==> src/rtl/mul_resp.sv <==
// mul_resp: two-initiator, fully pipelined 27x27 unsigned multiplier.
//
// Two initiators share one multiplier. A combinational arbiter grants at most
// one request per cycle; the granted operands are multiplied and enter a
// LAT-stage valid/id/product pipeline. Each grant yields exactly one rsp_vld
// pulse LAT cycles later, and responses come back in grant order.
//
// Parameter:
//   LAT            cycles from the grant cycle to rsp_vld (legal range 1..4)
//
// Build option:
//   MUL_RESP_RR_ARB_EN  defined   -> round-robin on a conflict
//                                    (grant the port opposite to `last`)
//                       undefined -> fixed priority, port 0 wins a conflict
//
// Ports:
//   clk                  single clock, rising edge
//   reset                asynchronous active-low reset
//   req0_en              initiator 0 request valid
//   req0_in_1/req0_in_2  initiator 0 operands (27-bit unsigned)
//   req0_gnt             initiator 0 request accepted this cycle
//   req1_*               same signals for initiator 1
//   rsp_vld              product valid this cycle
//   rsp_id               initiator that owns the product
//   rsp_out              54-bit unsigned product (holds its value while rsp_vld is low)
//   busy                 high while any accepted request is still in the pipeline
module mul_resp #(
    parameter int unsigned LAT = 2
) (
    input  logic        clk,
    input  logic        reset,
    input  logic        req0_en,
    input  logic [26:0] req0_in_1,
    input  logic [26:0] req0_in_2,
    output logic        req0_gnt,
    input  logic        req1_en,
    input  logic [26:0] req1_in_1,
    input  logic [26:0] req1_in_2,
    output logic        req1_gnt,
    output logic        rsp_vld,
    output logic        rsp_id,
    output logic [53:0] rsp_out,
    output logic        busy
);

    logic        r_last;
    logic [LAT-1:0] r_vld;
    logic [LAT-1:0] r_id;
    logic [53:0] r_prod [LAT];

    logic        w_pick1;
    logic        w_gnt0;
    logic        w_gnt1;
    logic        w_any_gnt;
    logic [26:0] w_op_a;
    logic [26:0] w_op_b;
    logic [53:0] w_prod;

    // Arbitration. w_pick1 says which port wins when both request together.
    // Grants are forced low while reset is asserted.
    always_comb begin
`ifdef MUL_RESP_RR_ARB_EN
        w_pick1 = ~r_last;
`else
        // Fixed priority: port 0 always wins. `last` is still tracked but
        // has no effect on the grant.
        w_pick1 = r_last & 1'b0;
`endif
        w_gnt0    = reset & req0_en & (~req1_en | ~w_pick1);
        w_gnt1    = reset & req1_en & (~req0_en |  w_pick1);
        w_any_gnt = w_gnt0 | w_gnt1;
        w_op_a    = w_gnt1 ? req1_in_1 : req0_in_1;
        w_op_b    = w_gnt1 ? req1_in_2 : req0_in_2;
        // Zero-extend both operands so the product is formed at full width.
        w_prod    = {27'd0, w_op_a} * {27'd0, w_op_b};
    end

    // Pipeline. Stage 0 captures the product on the grant edge; later stages
    // only load data when the stage ahead is valid, so the last stage holds
    // the most recent response while rsp_vld is low.
    always_ff @(posedge clk or negedge reset) begin
        if (!reset) begin
            r_last <= 1'b0;
            r_vld  <= '0;
            r_id   <= '0;
            for (int unsigned k = 0; k < LAT; k++) begin
                r_prod[k] <= '0;
            end
        end else begin
            if (w_any_gnt) begin
                r_last    <= w_gnt1;
                r_id[0]   <= w_gnt1;
                r_prod[0] <= w_prod;
            end
            r_vld[0] <= w_any_gnt;
            for (int unsigned k = 1; k < LAT; k++) begin
                r_vld[k] <= r_vld[k-1];
                if (r_vld[k-1]) begin
                    r_id[k]   <= r_id[k-1];
                    r_prod[k] <= r_prod[k-1];
                end
            end
        end
    end

    always_comb begin
        req0_gnt = w_gnt0;
        req1_gnt = w_gnt1;
        rsp_vld  = r_vld[LAT-1];
        rsp_id   = r_id[LAT-1];
        rsp_out  = r_prod[LAT-1];
        busy     = |r_vld;
    end

endmodule

==> config.mk <==
export PLATFORM = sky130hd
export DESIGN_NAME = mul_resp
export DESIGN_NICKNAME = d
export VERILOG_FILES = /design/src/rtl/mul_resp.sv
export SDC_FILE = /design/constraint.sdc
export NUM_CORES = 2
export LEC_CHECK = 0
export ABC_AREA = 1
export CAP_MARGIN = 10
export CORE_MARGIN = 4
export CORE_UTILIZATION = 45
export CTS_BUF_LIST = sky130_fd_sc_hd__clkbuf_4 sky130_fd_sc_hd__clkbuf_8
export CTS_CLUSTER_DIAMETER = 30
export DETAILED_ROUTE_END_ITERATION = 6
export PLACE_DENSITY = 0.59
export SYNTH_ARGS = -nofsm -noshare
export SYNTH_HDL_FRONTEND = slang
export SYNTH_SLANG_ARGS = --single-unit
==> constraint.sdc <==
create_clock -name clk -period 3.7 [get_ports clk]
set_input_delay 0.925 -clock clk [delete_from_list [all_inputs] [get_ports clk]]
set_output_delay 0.925 -clock clk [all_outputs]
set_load 0.01 [all_outputs]
### Word-level counts from Yosys, hierarchy flattened

Index checks and enable logic that the tools add are counted.

| word-level totals | value |
|---|---|
| register bits | 112 |
| bits in latches | 0 |
| bits in writable memories | 0 |
| bits in read-only memories | 0 |
| bits of input ports | 112 |
| output and inout bits | 59 |
| memories | 0 |

| cells by class | value |
|---|---|
| add/sub/neg operators | 0 |
| multiply operators | 1 |
| divide/modulo/power cells | 0 |
| magnitude comparators | 0 |
| eq/ne operators | 0 |
| shift-type cells | 0 |
| mux-type cells | 2 |
| bitwise operators | 5 |
| reductions and logical operators | 1 |

Operators with widths:

| kind | count |
|---|---|
| $mul A27 B27 Y54 | 1 |
| $mux W27 | 2 |
| $and A1 B1 Y1 | 3 |
| $reduce_or A2 Y1 | 1 |
| $not A1 Y1 | 1 |
| $or A1 B1 Y1 | 1 |

### Logic depth before layout (Yosys ltp)

| logic depth | value |
|---|---|
| word-level depth | 4 |
| gate-level depth with buffers | 38 |
| mapped depth without buffers | 35 |

### Least setup slack after synthesis

OpenSTA, ideal clock, no wires.

| timing | value |
|---|---|
| path kind | input -> register |
| start point | input port reset |
| end point | register r_prod[82] (netlist bit) |
| data arrival time | 7.032 ns |
| data required time | 3.570 ns |
| path slack | -3.462 ns |
| stages on the path | 29 |
| buffers on the path | 3 |
| cell sequence | nand2_1 nor2_4 inv_2 buf_2 o21ai_0 buf_2 buf_4 nand2_1 fa_1 inv_1 fa_1 inv_1 fa_1 fa_1 inv_1 fa_1 fa_1 inv_1 fa_1 inv_1 ha_1 nand2_1 inv_1 a21oi_1 nand2_1 nand3b_1 or2_2 nand3_1 o21ai_0 |

| between the ends | value |
|---|---|
| word-level cells in the longest chain between the ends | 4 |

Ends and longest elaborated chain:

| what | line | RTL |
|---|---|---|
| from (decl) | 31 | `input logic reset,` |
| $and A1 B1 Y1 * (2 in a row) | 70 | `w_gnt1 = reset & req1_en & (~req0_en \| w_pick1);` |
| via req1_gnt | 39 | `output logic req1_gnt,` |
| $mux W27, on equally long branches | 72, 73 |  |
| $mul A27 B27 Y54 | 75 | `w_prod = {27'd0, w_op_a} * {27'd0, w_op_b};` |
| to (signal, indexed assignment) | 100 | `r_prod[k] <= r_prod[k-1];` |
| to (decl) | 49 | `logic [53:0] r_prod [LAT];` |

Mark *: on every way through the listed nets, which the timed path passes. The rest lies on a longest branch.
A chain may end at the register's enable or synchronous reset.

### Worst setup path in the final report

| timing | value |
|---|---|
| start point | input port reset |
| end point | register r_prod[79] (netlist bit) |

| between the ends | value |
|---|---|
| word-level cells in the longest chain between the ends | 4 |

Ends and longest elaborated chain:

| what | line |
|---|---|
| $and A1 B1 Y1 (2 in a row) | 70 |
| $mux W27, on equally long branches | 72, 73 |
| $mul A27 B27 Y54 | 75 |

Several ways; a longest one is shown, not always the timed one.

==> impl_results.rst <==
.. list-table::
   :header-rows: 1

   * - Metric
     - Value
   * - Setup TNS after final layout
     - -155.97 ns
   * - Post-Synthesis Net Count
     - about 4800
   * - Reported max-cap violation count
     - 0
   * - Data required time of the critical path
     - approximately 4.0 ns
   * - Total overflow reported by the global router
     - 0
   * - I/O pins
     - 171
   * - Final Max Slew Viols
     - 0
   * - Critical path peak fanout
     - 6
   * - Setup Viol. Count Final
     - 51
   * - CTS Buf Count
     - 9
   * - Final estimated routing congestion in global placement
     - between 0.9 and 1
   * - Largest net degree at the start of global routing
     - 86
   * - Number of routed nets with antenna violations
     - 0
   * - Initial drt markers
     - ~1800
   * - Arrival time at the worst endpoint
     - between 7 and 8 ns
   * - Proportion of netlist area held by the largest area contributor
     - between 40 and 50%
   * - Delay contributed by the slowest stage of the critical path
     - between 0.5 and 0.6 ns
   * - Worst-Margin Slew
     - roughly 0.94 ns
   * - Number of global-route vias before repair
     - around 27000
   * - Worst reg2reg endpoint
     - rsp_out[35]
   * - Hold path startpoint
     - r_prod[105]
   * - Fill cell total of the finished layout
     - between 6000 and 7000
   * - Initial core utilization
     - 45.7%
   * - Count of input and output buffers
     - between 150 and 200
   * - Layout cell share with drive strength beyond 1
     - 24.2%
   * - Unrepaired setup endpoints after global routing
     - yes
   * - Number of iterations in the first detailed-routing pass
     - 6
   * - Insertion delay to the later sink of the worst-skew pair
     - roughly 0.40 ns
   * - Clock input transition at the sequential cells of the worst setup and hold paths
     - roughly 0.12 ns
   * - Status
     - complete, but fails checks
   * - Worst-case clock skew
     - between 0.015 and 0.02 ns
   * - Origin of the worst setup path
     - reset
   * - Number of DRC violations after detailed routing
     - 0
   * - Via density per instance
     - about 4.9
   * - Depth of the worst hold-timing path
     - 2
   * - Worst Hold Endpoint
     - r_prod[105]
   * - Setup slack, reg-to-reg
     - 2.11 ns
   * - Most common cell on crit path
     - fa_1
   * - Worst-case setup margin in the final layout
     - -3.49 ns
   * - Total number of yosys warnings
     - 0
   * - CP endpoint kind
     - register
   * - Overall Global Routing Usage
     - around 28%
   * - Area leader, netlist
     - fa_1
   * - Failing checks
     - negative setup slack
   * - Sequential share of the synthesized area
     - a little under a tenth
   * - Distinct cell type count after synthesis
     - 32
   * - Achievable frequency
     - about 0.14 GHz
   * - Clock tree from TritonCTS
     - built
   * - Cell at the root of the clock tree
     - clkbuf_8
   * - Final routed wirelength across all metal layers
     - between 90000 and 100000 um
   * - Final count of hold timing violations
     - 0
   * - Area growth from synthesis to layout
     - 28.9%
   * - Synth Area per Inst
     - between 7 and 8 sq um
   * - Area of the mapped netlist
     - 30300 sq um
   * - Cells taking the most area after synthesis
     - fa_1 (41%), inv_1 (13%), nand2_1 (12%)
   * - Min Tclk post-route
     - approximately 7.2 ns
   * - Number of buffers on the longest clock path
     - 2
   * - Hold-fix buffer count after cts
     - 0
   * - Vertical die dimension
     - between 200 and 300 um
   * - Number of storage elements in the synthesis netlist
     - between 100 and 150
   * - Global-route wire length before repair
     - about 150000 um
   * - Reg2reg path depth
     - 2
   * - Overall via count from detail_route
     - between 20000 and 30000
   * - Total Nets Final
     - between 5000 and 6000
   * - Worst R2R Start
     - r_vld[0]
   * - Hold crit path type
     - register to register
   * - Deepest level of the CTS H-tree
     - 3
   * - Die Wd
     - ~270 um
   * - CP Launch Type
     - input port
   * - Initial antenna violation count
     - 1
   * - Sum of net half-perimeters after detailed placement
     - 82300 um
   * - Post-Syn Instances
     - about 3900
   * - Count of standard-cell rows
     - between 90 and 100
   * - Number of clock sinks seen by CTS
     - around 110
   * - Die area
     - 71600 sq um
   * - Relative slew margins
     - 37.3%
   * - Slowest cell on crit path
     - fa_1
   * - Final cycle utilization of the critical path
     - 194%
   * - Core region area
     - ~66000 sq um
   * - Average wire per cell in the routed design
     - 18.5 um
   * - Classification of the worst setup path
     - input port to register
[through the flow]
step                      area (sq um)  hold slack, ns  util, %  worst slack (ns)  cells
after floorplan                  31200           0.406        -             -3.15   3889
after global placement           36200           0.467     54.6             -4.61   5136
after detailed placement         36200           0.463     54.6             -4.64   5136
after CTS                        38200           0.493     57.6             -3.41   5226
after global routing             39100           0.524     58.9             -3.66   5250
final                            39100           0.490     58.9             -3.49   5255
[worst max-delay path: cells and delay by family]
kind                     cells  cell delay, ns
AO/OA/AOI/OAI                2            0.27
adder cells (fa/ha/maj)      8            3.80
buffers and inverters       13            1.20
AND/OR/NAND/NOR             11            1.26
[timing repair]
action,4_1_cts,5_1_grt
pin swaps,138,98
setup buffers,68,21
endpoints found under the setup margin,52,51
resized for setup,311,197
gates cloned,6,3
[layout make-up]
cell class,instances,area (sq um),share of cell area (%)
clock buffers,10,131,0.336
clock inverters,6,50.0,0.128
flip-flops and latches,112,2800,7.17
diodes,5,12.5,0.0320
well taps,864,1080,2.77
repair inverters,1,20.0,0.0512
repair buffers,660,6520,16.7
inverters,1068,4080,10.4
multi-input cells,2529,24400,62.4
[state kept, by name (all words and copies together) (netlist names)]
name and flops:
r_id 2, r_vld 2, rsp_out 54, r_prod 54
[worst max path at each step]
stage | endpoint | depth (start not counted)
3_3_place_gp | r_prod[97] | 32
3_5_place_dp | r_prod[97] | 32
4_1_cts | r_prod[82] | 30
5_1_grt | r_prod[96] | 36
6_report | r_prod[79] | 34
2_1_floorplan | r_prod[83] | 27
[layer usage]
| layer | vias to the layer above | routed length (um) | global-route usage, % |
|---|---|---|---|
| met4 | 0 | 3180 | 6.92 |
| li1 | 12000 | - | - |
| met1 | 12800 | 40400 | 37.5 |
| met5 | - | 0 | 0 |
| met3 | 142 | 6130 | 3.55 |
| met2 | 774 | 47600 | 48.4 |
[cells in the mapped netlist (all sizes together)]
cell	n
or2	20
o21bai	2
clkbuf	21
ha	193
clkinv	1
a21o	2
nor3	3
o22ai	1
a21oi	71
nand2	994
and2	4
xnor2	3
xor2	2
nand4	10
inv	1067
nor4	2
nand3b	10
mux2	26
dfrtp	112
nor2	395
o21ai	96
buf	159
nand3	71
fa	624
[cell usage in the layout (no fill, tap or decap), types with 5 or more instances in the layout]
| cell type | n |
|---|---|
| a21oi_1 | 53 |
| a21oi_2 | 11 |
| a21oi_4 | 7 |
| buf_12 | 61 |
| buf_4 | 370 |
| buf_6 | 49 |
| buf_8 | 5 |
| clkbuf_8 | 9 |
| clkdlybuf4s50_1 | 167 |
| clkinvlp_4 | 5 |
| dfrtp_1 | 111 |
| diode_2 | 5 |
| fa_1 | 576 |
| fa_2 | 48 |
| ha_1 | 153 |
| ha_4 | 38 |
| inv_1 | 974 |
| inv_2 | 77 |
| inv_4 | 7 |
| mux2_2 | 26 |
| nand2_1 | 846 |
| nand2_2 | 106 |
| nand2_4 | 39 |
| nand3_1 | 51 |
| nand3_2 | 16 |
| nand3b_1 | 10 |
| nand4_1 | 10 |
| nor2_1 | 315 |
| nor2_2 | 43 |
| nor2_4 | 37 |
| o21ai_0 | 27 |
| o21ai_1 | 16 |
| o21ai_2 | 12 |
| o21ai_4 | 41 |
| or2_2 | 14 |
| or2_4 | 6 |
[kinds of logic after synthesis]
group	count (synthesis)	synth area share, %
flops	112	9.24
xor+xnor	5	0.144
mux	26	0.966
compound gates	172	4.14
buf+inv	1248	16.9
fa+ha+maj	817	49.2
simple gates	1509	19.4
Power is not shown: default switching activity piles up to over one toggle a cycle in this logic, so the estimate is an artifact.
